## src/rtl/blink_detector_if.sv

```systemverilog
// rtl/blink_detector_if.sv - signal bundle between a blink source and the blink detector
//
// Purpose: carries the monitored on/off line towards the detector and the
// debounced level plus interval measurements back from it.
// Members:
//   sig_in     : asynchronous monitored on/off line
//   level      : debounced level of sig_in
//   on_ms      : last measured high duration, whole ms
//   off_ms     : last measured low duration, whole ms
//   meas_valid : one-cycle strobe, on_ms/off_ms updated this cycle
//   timeout    : a measurement was abandoned; cleared by the next accepted rise
// Modports:
//   master : drives sig_in, observes the results (source / bench side)
//   slave  : samples sig_in, drives the results (detector side)
interface blink_detector_if #(
    parameter int CNT_W = 16
);
    logic             sig_in;
    logic             level;
    logic [CNT_W-1:0] on_ms;
    logic [CNT_W-1:0] off_ms;
    logic             meas_valid;
    logic             timeout;

    modport master (
        output sig_in,
        input  level,
        input  on_ms,
        input  off_ms,
        input  meas_valid,
        input  timeout
    );

    modport slave (
        input  sig_in,
        output level,
        output on_ms,
        output off_ms,
        output meas_valid,
        output timeout
    );
endinterface

```

## src/rtl/blink_detector.sv

```systemverilog
// rtl/blink_detector.sv - synchronise, debounce and time an on/off blink signal in ms
//
// Purpose: receive-side counterpart of the LED flasher. sig_in is synchronised,
// debounced, and each high and low interval is measured in whole milliseconds.
// Every completed high/low pair is reported with a one-cycle strobe; a line that
// stops toggling for TIMEOUT_MS abandons the measurement and raises timeout.
// Ports:
//   clk   : system clock, CLK_RATE Hz
//   rst_n : asynchronous active-low reset
//   bus   : blink_detector_if.slave (sig_in in; level, on_ms, off_ms,
//           meas_valid, timeout out)
module blink_detector #(
    parameter int CLK_RATE        = 100000000,
    parameter int SYNC_STAGES     = 2,
    parameter int DEBOUNCE_CYCLES = 1000,
    parameter int TIMEOUT_MS      = 5000,
    parameter int CNT_W           = 16
) (
    input  logic             clk,
    input  logic             rst_n,
    blink_detector_if.slave  bus
);
    localparam int PRESC_MAX = CLK_RATE / 1000 - 1;
    localparam int PRESC_W   = (PRESC_MAX > 0) ? $clog2(PRESC_MAX + 1) : 1;
    localparam int DB_W      = (DEBOUNCE_CYCLES > 1) ? $clog2(DEBOUNCE_CYCLES) : 1;

    localparam logic [PRESC_W-1:0] PRESC_TERM = PRESC_W'(PRESC_MAX);
    localparam logic [DB_W-1:0]    DB_TERM    = DB_W'(DEBOUNCE_CYCLES - 1);
    localparam logic [CNT_W-1:0]   CNT_MAX    = '1;

    // A timeout larger than the saturated counter value can never be reached.
    localparam bit                 TMO_EN  = (64'(TIMEOUT_MS) <= ((64'd1 << CNT_W) - 64'd1));
    localparam logic [CNT_W-1:0]   TMO_PRE = CNT_W'(TIMEOUT_MS - 1);

    typedef enum logic [1:0] {
        ST_ACQUIRE = 2'd0,
        ST_HIGH    = 2'd1,
        ST_LOW     = 2'd2
    } state_e;

    logic [SYNC_STAGES-1:0] sync_chain_q, sync_chain_d;
    logic                   level_q, level_d;
    logic                   level_prev_q, level_prev_d;
    logic [DB_W-1:0]        db_cnt_q, db_cnt_d;
    logic [PRESC_W-1:0]     presc_q, presc_d;
    logic [CNT_W-1:0]       ms_cnt_q, ms_cnt_d;
    logic [CNT_W-1:0]       pend_on_q, pend_on_d;
    logic [CNT_W-1:0]       on_ms_q, on_ms_d;
    logic [CNT_W-1:0]       off_ms_q, off_ms_d;
    logic                   meas_valid_q, meas_valid_d;
    logic                   timeout_q, timeout_d;
    state_e                 state_q, state_d;

    logic sync_q;
    logic rise, fall, edge_any;
    logic tick;
    logic tmo_hit;

    assign sync_q = sync_chain_q[SYNC_STAGES-1];

    // Edge pulses are valid for the single cycle after level changes.
    assign rise     = level_q & ~level_prev_q;
    assign fall     = ~level_q & level_prev_q;
    assign edge_any = rise | fall;
    assign tick     = (presc_q == PRESC_TERM);

    // Only the tick that would carry ms_cnt onto TIMEOUT_MS counts; an edge
    // in the same cycle wins and restarts the interval instead.
    assign tmo_hit = TMO_EN && tick && !edge_any && (ms_cnt_q == TMO_PRE);

    // Synchroniser, debounce and ms timebase.
    always_comb begin
        sync_chain_d = {sync_chain_q[SYNC_STAGES-2:0], bus.sig_in};

        level_d  = level_q;
        db_cnt_d = '0;
        if (sync_q != level_q) begin
            if (db_cnt_q == DB_TERM) begin
                level_d = sync_q;
            end else begin
                db_cnt_d = db_cnt_q + 1'b1;
            end
        end
        level_prev_d = level_q;

        // Edge beats tick: the interval restarts and the pending tick is lost.
        presc_d  = presc_q + 1'b1;
        ms_cnt_d = ms_cnt_q;
        if (edge_any) begin
            presc_d  = '0;
            ms_cnt_d = '0;
        end else if (tick) begin
            presc_d = '0;
            if (ms_cnt_q != CNT_MAX) begin
                ms_cnt_d = ms_cnt_q + 1'b1;
            end
        end
    end

    always_ff @(posedge clk or negedge rst_n) begin
        if (!rst_n) begin
            sync_chain_q <= '0;
            level_q      <= 1'b0;
            level_prev_q <= 1'b0;
            db_cnt_q     <= '0;
            presc_q      <= '0;
            ms_cnt_q     <= '0;
            pend_on_q    <= '0;
            on_ms_q      <= '0;
            off_ms_q     <= '0;
            meas_valid_q <= 1'b0;
            timeout_q    <= 1'b0;
        end else begin
            sync_chain_q <= sync_chain_d;
            level_q      <= level_d;
            level_prev_q <= level_prev_d;
            db_cnt_q     <= db_cnt_d;
            presc_q      <= presc_d;
            ms_cnt_q     <= ms_cnt_d;
            pend_on_q    <= pend_on_d;
            on_ms_q      <= on_ms_d;
            off_ms_q     <= off_ms_d;
            meas_valid_q <= meas_valid_d;
            timeout_q    <= timeout_d;
        end
    end

    // FSM state register.
    always_ff @(posedge clk or negedge rst_n) begin
        if (!rst_n) begin
            state_q <= ST_ACQUIRE;
        end else begin
            state_q <= state_d;
        end
    end

    // FSM next state.
    always_comb begin
        state_d = state_q;
        case (state_q)
            ST_ACQUIRE: begin
                if (rise) state_d = ST_HIGH;
            end
            ST_HIGH: begin
                if (fall)         state_d = ST_LOW;
                else if (tmo_hit) state_d = ST_ACQUIRE;
            end
            ST_LOW: begin
                if (rise)         state_d = ST_HIGH;
                else if (tmo_hit) state_d = ST_ACQUIRE;
            end
            default: state_d = ST_ACQUIRE;
        endcase
    end

    // FSM outputs. Reported durations hold through a timeout; only a full
    // high-then-low pair ending in a rise updates them.
    always_comb begin
        pend_on_d    = pend_on_q;
        on_ms_d      = on_ms_q;
        off_ms_d     = off_ms_q;
        meas_valid_d = 1'b0;
        timeout_d    = timeout_q;
        case (state_q)
            ST_ACQUIRE: begin
                if (rise) timeout_d = 1'b0;
            end
            ST_HIGH: begin
                if (fall)         pend_on_d = ms_cnt_q;
                else if (tmo_hit) timeout_d = 1'b1;
            end
            ST_LOW: begin
                if (rise) begin
                    on_ms_d      = pend_on_q;
                    off_ms_d     = ms_cnt_q;
                    meas_valid_d = 1'b1;
                end else if (tmo_hit) begin
                    timeout_d = 1'b1;
                end
            end
            default: ;
        endcase
    end

    assign bus.level      = level_q;
    assign bus.on_ms      = on_ms_q;
    assign bus.off_ms     = off_ms_q;
    assign bus.meas_valid = meas_valid_q;
    assign bus.timeout    = timeout_q;
endmodule

```

## src/flat_wrapper.sv

```systemverilog
// flat-port wrapper written by rule: the top's interface ports become plain ports
module blink_detector_flat 
#(
    parameter int CLK_RATE        = 100000000,
    parameter int SYNC_STAGES     = 2,
    parameter int DEBOUNCE_CYCLES = 1000,
    parameter int TIMEOUT_MS      = 5000,
    parameter int CNT_W           = 16
)
  (clk, rst_n, bus_sig_in, bus_level, bus_on_ms, bus_off_ms, bus_meas_valid, bus_timeout);
  blink_detector_if #(.CNT_W(CNT_W)) bus_i ();
  input  logic clk;
  input  logic rst_n;
  input wire logic [$bits(bus_i.sig_in)-1:0] bus_sig_in;
  output wire logic [$bits(bus_i.level)-1:0] bus_level;
  output wire logic [$bits(bus_i.on_ms)-1:0] bus_on_ms;
  output wire logic [$bits(bus_i.off_ms)-1:0] bus_off_ms;
  output wire logic [$bits(bus_i.meas_valid)-1:0] bus_meas_valid;
  output wire logic [$bits(bus_i.timeout)-1:0] bus_timeout;
  assign bus_i.sig_in = bus_sig_in;
  assign bus_level = bus_i.level;
  assign bus_on_ms = bus_i.on_ms;
  assign bus_off_ms = bus_i.off_ms;
  assign bus_meas_valid = bus_i.meas_valid;
  assign bus_timeout = bus_i.timeout;
  blink_detector #(.CLK_RATE(CLK_RATE), .SYNC_STAGES(SYNC_STAGES), .DEBOUNCE_CYCLES(DEBOUNCE_CYCLES), .TIMEOUT_MS(TIMEOUT_MS), .CNT_W(CNT_W)) u_core (.clk(clk), .rst_n(rst_n), .bus(bus_i));
endmodule
```

## config.mk

```make
export PLATFORM = sky130hd
export DESIGN_NAME = blink_detector_flat
export DESIGN_NICKNAME = d
export VERILOG_FILES = /design/src/rtl/blink_detector_if.sv /design/src/rtl/blink_detector.sv /design/src/flat_wrapper.sv
export SDC_FILE = /design/constraint.sdc
export NUM_CORES = 1
export LEC_CHECK = 0
export CORE_MARGIN = 2
export CORE_UTILIZATION = 25
export CTS_BUF_LIST = sky130_fd_sc_hd__clkbuf_2 sky130_fd_sc_hd__clkbuf_4 sky130_fd_sc_hd__clkbuf_8
export DETAILED_ROUTE_END_ITERATION = 16
export SYNTH_ARGS = -nofsm -noshare
export SYNTH_HDL_FRONTEND = slang
export SYNTH_SLANG_ARGS = --single-unit
```

## constraint.sdc

```tcl
create_clock -name clk -period 2.39 [get_ports clk]
set_clock_uncertainty 0.05 [all_clocks]
set_input_delay 0.478 -clock clk [delete_from_list [all_inputs] [get_ports clk]]
set_output_delay 0.478 -clock clk [all_outputs]
set_load 0.005 [all_outputs]
```

==> results.py, run 1 <==
metrics = {
    "route": {
        "dr.pass1.iters": 4,
        "post_drt_wl_per_cell_um": 13.61,
        "drt_iter0_markers": 157,
        "via_per_inst": 4.508,
        "finalWirelength_mm": 8.943,
        "ant_nets": 0,
        "route.detailed.drc": 0,
        "vias": 2962,
    },
    "synthesis": {
        "synth_seq_area_share_pct": 55.70,
        "syn_inst": 386,
        "avgSynthCellArea_um2": 11.52,
        "synth.distinct_cells": 48,
        "yosysWarnings": 0,
        "ys_ff_latch": 99,
        "syn_area_um2": 4448,
        "synth_nets": 398,
    },
    "cts": {
        "cts_tree": "yes",
        "clockRootBuffer": "clkbuf_8",
        "cts_sinks": 99,
        "clock_latency_ns": 0.37,
        "ctsHtreeMaxLevel": 3,
        "cts_buffers": 9,
        "post-cts-setup-buffers": 0,
        "cts_resized": 0,
        "cts_buffer_depth": 2,
        "clk_pin_slew_ns": 0.08,
    },
    "sta": {
        "fin_crit_sh_pct": 93.26,
        "final_max_slew_viol_count": 0,
        "finalHoldViolCount": 0,
        "relSlewSlack_pct": 70.34,
        "fmax_mhz": 448.7,
        "rsz0062_at_grt": "no",
        "period_minus_slack_ns": 2.229,
        "fin_setup_tns_ns": 0,
        "worstMarginPinSlew_ns": 0.4444,
        "finalSetupViolations": 0,
        "setup_ws_ns": 0.1611,
    },
    "min_path": {
        "hold_class": "flop to flop",
    },
    "power_and_ir_drop": {
        "p_leak_nw": 2.383,
        "peakVddDrop_mv": 0.2162,
        "power.density_nw_per_um2": 507.4,
    },
    "placed_design": {
        "gp_congestion": 0.8564,
        "dpl_cell_area_um2": 5135,
        "port_buffers": 37,
        "dp_hpwl_mm": 6.329,
        "place_ws_ns": 0.1937,
    },
    "worst_setup_path": {
        "cp.required_ns": 2.63,
        "worstPathArrival_ns": 2.47,
        "ff2ff_setup_slack_ns": 0.16,
        "critical_path.slowest_cell": "dfrtp_1",
        "crit_chain": "ha_1 > and4_1 > nand4_4 > or2_1 > or4_1 > a21oi_1",
        "cp_max_fo": 17,
        "cp-end-kind": "flop",
        "start_kind": "flop",
        "critical_path.max_stage_delay_ns": 0.40,
        "crit_type": "flop to flop",
    },
    "floorplan": {
        "num_io_pins": 38,
        "die_h_um": 137.4,
        "dieArea_um2": 18870,
        "std_cell_rows": 48,
        "core_area_um2": 17360,
        "die_w_um": 137.4,
        "start_util_pct": 25.63,
    },
    "global_route": {
        "grt_pass1_vias": 3090,
        "grt_overflow_total": 0,
        "grt_max_degree": 39,
        "grt_pass1_wl_mm": 15.22,
        "antenna_found_initial": 0,
        "grtUsageTotal_pct": 10.44,
    },
    "cells_and_area": {
        "syn2layout_area_growth_pct": 19.24,
        "layout.nets": 443,
        "design_area_um2": 5304,
        "antenna_cells": 0,
        "layout-drive-gt1-share_pct": 17.13,
    },
    "status": {
        "run_status": "finished clean",
    },
    "flow_run": {
        "maxCapViolCount": 0,
    },
}
## worst max-delay path: cells and delay by family, from the launching register on
family,cells,cell delay (ns)
AO/OA/AOI/OAI,1,0.15
adder cells (fa/ha/maj),1,0.24
flip-flops,1,0.40
AND/OR/NAND/NOR,4,1.31
## report_power, final
| group | switching, mW | total (mW) | internal (mW) |
|---|---|---|---|
| sequential | 0.00386 | 1.68 | 1.68 |
| clock | 0.530 | 0.955 | 0.425 |
| combinational | 0.0389 | 0.0527 | 0.0138 |
## metrics by stage
stage | utilization, % | instances | power (mW) | hold slack, ns
2_1_floorplan | - | 386 | 1.726 | 0.1324
3_3_place_gp | 29.58 | 644 | 1.769 | 0.2812
3_5_place_dp | 29.58 | 644 | 1.772 | 0.2805
4_1_cts | 30.56 | 657 | 2.753 | 0.3111
5_1_grt | 30.56 | 657 | 2.821 | 0.3187
6_report | 30.56 | 657 | 2.691 | 0.3108
## final cells by class
type	count	area (µm²)
multi-input cells	260	1864
inverters	11	41.29
flip-flops and latches	99	2477
fillers	1746	12050
repair buffers	50	480.5
clock buffers	12	158.9
well taps	225	281.5
## what timing repair did
action,in CTS,in global routing
setup endpoints to repair,0,0
hold endpoints to repair,8,0
hold buffers,1,0
## synth_stat cells, drive strengths merged
library cell,number,share of area (%)
dfrtp,99,56
nor2,44,3.7
mux2,43,11
nand2,31,2.6
xor2,15,3.0
nand4,14,2.3
xnor2,13,2.6
clkbuf,12,1.0
nand3,12,1.4
o21ai,12,1.4
inv,11,0.93
ha,9,2.5
nand2b,7,0.98
nor4b,7,1.7
mux2i,6,1.4
a21oi,5,0.56
nor3,5,0.56
and3,4,0.56
buf,4,0.42
nor4,4,0.70
or3,4,0.68
nor2b,3,0.42
and4,2,0.39
and4bb,2,0.56
or2,2,0.28
or4,2,0.34
a211oi,1,0.17
a22o,1,0.20
a22oi,1,0.17
a31oi,1,0.14
a41oi,1,0.20
and2,1,0.14
nand4b,1,0.20
nand4bb,1,0.25
nor3b,1,0.17
o211ai,1,0.17
o21a,1,0.17
o221ai,1,0.20
o31ai,1,0.17
o41ai,1,0.20
## layer usage
| layer | vias up | wire length, µm | GRT usage [%] |
|---|---|---|---|
| li1 | 1418 | - | - |
| met1 | 1475 | 4094 | 12.77 |
| met2 | 53 | 4276 | 16.78 |
| met3 | 16 | 371 | 2.870 |
| met4 | 0 | 201 | 5.498 |
| met5 | - | 0 | 0 |
## state kept, by name, summed over array words and instances (netlist names)
| name | count |
|---|---|
| u_core.bus.level | 1 |
| u_core.bus.meas_valid | 1 |
| u_core.bus.off_ms | 16 |
| u_core.bus.on_ms | 16 |
| u_core.bus.timeout | 1 |
| u_core.db_cnt_q | 10 |
| u_core.level_prev_q | 1 |
| u_core.ms_cnt_q | 16 |
| u_core.pend_on_q | 16 |
| u_core.presc_q | 17 |
| u_core.state_q | 2 |
| u_core.sync_chain_q | 2 |
## cells in the final DEF (no fill, tap or decap), types with 2 or more instances in the layout
cell type        synthesis  final
nand4_1                 13     13
xor2_1                  15     15
or3_1                    3      3
nand3_1                 12     12
o21ai_0                 12     12
nor2_1                  44     44
and3_1                   4      4
nor4b_1                  6      6
nor3_1                   5      5
nand2_1                 31     31
and4_1                   2      2
nor4_1                   3      3
nand2b_1                 7      7
or4_1                    2      2
clkbuf_8                 0     11
clkdlybuf4s50_1          0     36
mux2_2                  43     43
mux2i_1                  6      6
inv_1                   11     11
buf_4                    0     12
nor2b_1                  3      3
ha_1                     9      9
xnor2_1                 13     13
dfrtp_1                 99     99
a21oi_1                  5      5
## cell families (layout without fill, tap and decap cells)
logic type / Yosys count / count (layout) / synth area share (%)
xor gates and xnor gates: 28 / 28 / 5.513
AOI/OAI and AO/OA: 27 / 27 / 3.685
DFF: 99 / 99 / 55.70
and+or+nand+nor: 147 / 147 / 17.95
adders and majority gates: 9 / 9 / 2.532
buffers and inverters: 27 / 73 / 2.391
muxes: 49 / 49 / 12.24
## path summary, 6_finish.rpt
| kind | from | end | depth (start not counted) |
|---|---|---|---|
| max in group asynchronous | rst_n | u_core.presc_q[8] | 3 |
| max reg2reg | u_core.presc_q[0] | u_core.ms_cnt_q[14] | 6 |
| min | u_core.sync_chain_q[0] | u_core.sync_chain_q[1] | 0 |
| min reg2reg | u_core.sync_chain_q[0] | u_core.sync_chain_q[1] | 0 |
| max | u_core.presc_q[0] | u_core.ms_cnt_q[14] | 6 |
| min in group asynchronous | rst_n | u_core.bus.level | 2 |
Note: power is estimated with default switching activity, not from simulation.
==> inputs of run 2 (changes only) <==
- ABC_AREA: default -> 0
==> results of run 2 <==
No change in the layout: final DEF, timing and power equal those of run 1.
==> inputs of run 3 (changes only) <==
- CORE_UTILIZATION: 25 -> 30
==> results.py, run 3 (synthesis gave the netlist of run 1 again) <==
metrics = {
    "status": {
        "run_status": "finished clean",
    },
    "cells_and_area": {
        "largest_register_ffs": 17,
        "layout_commonest_cell": "dfrtp_1",
        "largest_register": "u_core.presc_q",
        "syn2layout_area_growth_pct": 19.27,
        "layout-drive-gt1-share_pct": 18.26,
        "antenna_cells": 0,
        "layout.nets": 445,
        "final_cell_mix": "dfrtp_1, nor2_1, mux2_2",
    },
    "sta": {
        "final_max_slew_viol_count": 0,
        "finalSetupViolations": 0,
        "fmax_mhz": 456.2,
        "fin_setup_tns_ns": 0,
        "setup_ws_ns": 0.1981,
        "timing.hold.ws_ns": 0.3083,
        "rsz0062_at_grt": "no",
        "worstMarginPinSlew_ns": 0.4672,
        "relSlewSlack_pct": 68.61,
        "finalHoldViolCount": 0,
        "fin_crit_sh_pct": 91.71,
        "period_minus_slack_ns": 2.192,
    },
    "cts": {
        "cts_resized": 0,
        "ctsHtreeMaxLevel": 3,
        "clock_latency_ns": 0.37,
        "cts_buffer_depth": 2,
        "clockRootBuffer": "clkbuf_8",
        "cts_buffers": 9,
        "clk_pin_slew_ns": 0.10,
        "cts_tree": "yes",
        "cts_sinks": 99,
    },
    "route": {
        "vias": 3003,
        "ant_nets": 0,
        "via_per_inst": 4.828,
        "drt_iter0_markers": 210,
        "post_drt_wl_per_cell_um": 13.51,
        "dr.pass1.iters": 5,
        "finalWirelength_mm": 8.401,
        "route.detailed.drc": 0,
    },
    "global_route": {
        "grt_max_degree": 45,
        "grtUsageTotal_pct": 11.20,
        "grt_overflow_total": 0,
        "grt_pass1_vias": 2949,
        "antenna_found_initial": 0,
        "grt_pass1_wl_mm": 14.32,
    },
    "floorplan": {
        "start_util_pct": 30.60,
        "std_cell_rows": 44,
        "dieArea_um2": 15820,
        "core_area_um2": 14530,
        "num_io_pins": 38,
        "die_h_um": 125.8,
        "die_w_um": 125.8,
    },
    "worst_setup_path": {
        "cp-end-kind": "flop",
        "crit_type": "flop to flop",
        "start_kind": "flop",
        "crit_end": "u_core.ms_cnt_q[14]",
        "r2r-end": "u_core.ms_cnt_q[14]",
        "rr_startpoint": "u_core.bus.level",
        "reg2reg_depth": 7,
        "crit_start": "u_core.bus.level",
        "cp_max_fo": 7,
        "cp.required_ns": 2.64,
        "worstPathArrival_ns": 2.45,
        "ff2ff_setup_slack_ns": 0.20,
    },
    "power_and_ir_drop": {
        "p_sw_share_pct": 22.92,
        "p_leak_nw": 2.407,
        "p_comb_share_pct": 1.9,
        "clkPwrFrac_pct": 36.8,
        "p_int_mw": 2.115,
        "p_sw_mw": 0.6287,
        "pwr-share-seq_pct": 61.4,
        "peakVddDrop_mv": 0.2225,
        "power.density_nw_per_um2": 517.1,
    },
    "placed_design": {
        "dp_hpwl_mm": 5.839,
        "place_ws_ns": 0.1981,
        "port_buffers": 37,
        "gp_congestion": 0.8531,
    },
    "flow_run": {
        "maxCapViolCount": 0,
    },
    "min_path": {
        "hold_class": "flop to flop",
    },
}
==> run 3: repair_timing <==
item,CTS,global route
buffers inserted,0,5
hold buffers,1,0
endpoints found under the hold margin,29,0
endpoints found under the setup margin,0,2
==> run 3: through the flow <==
| stage | instances | total power [mW] | cell area, µm² | utilization (%) |
|---|---|---|---|---|
| after global routing | 622 | 2.867 | 5305 | 36.50 |
| after detailed placement | 600 | 1.770 | 5074 | 34.91 |
| final | 622 | 2.743 | 5305 | 36.50 |
| after global placement | 600 | 1.768 | 5074 | 34.91 |
| after floorplan | 386 | 1.726 | 4448 | - |
| after CTS | 617 | 2.785 | 5268 | 36.24 |
==> run 3: worst min path at each step <==
stage	slack (ns)	start	cells after the start	endpoint
after floorplan	0.13	rst_n	0	u_core.bus.level
after global placement	0.29	u_core.sync_chain_q[0]	0	u_core.sync_chain_q[1]
after detailed placement	0.29	u_core.sync_chain_q[0]	0	u_core.sync_chain_q[1]
after CTS	0.32	u_core.sync_chain_q[0]	0	u_core.sync_chain_q[1]
after global routing	0.32	u_core.sync_chain_q[0]	0	u_core.sync_chain_q[1]
final	0.31	u_core.sync_chain_q[0]	0	u_core.sync_chain_q[1]
==> run 3: area by class of cell <==
class,instances,area (µm²)
fillers,1427,9229
flip-flops and latches,99,2477
multi-input cells,260,1864
repair buffers,52,508.0
well taps,184,230.2
clock buffers,11,145.1
inverters,11,41.29
clock inverters,5,38.79
==> run 3: routing by layer <==
| metal | share of wire [%] | wire, µm | global-route usage, % |
|---|---|---|---|
| met5 | 0 | 0 | 0 |
| met4 | 1.2 | 102 | 3.878 |
| met3 | 4.4 | 372 | 3.229 |
| met2 | 47 | 3989 | 17.68 |
| met1 | 47 | 3937 | 14.83 |
==> run 3: worst max-delay path, cell delays in order, from the launching register on <==
cell and delay (ns):
dfrtp_1 0.35, inv_1 0.04, ha_1 0.38, nand4_1 0.20, nor2_1 0.08, or3_4 0.41
or4_1 0.47, a21oi_1 0.15
==> run 3: power by group through the flow <==
stage          combinational, mW  clock [mW]  sequential (mW)
6_report                  0.0511        1.01             1.68
5_1_grt                   0.0612        1.12             1.68
4_1_cts                   0.0547        1.05             1.68
3_5_place_dp              0.0535           0             1.72
3_3_place_gp              0.0519           0             1.72
2_1_floorplan            0.00962           0             1.72
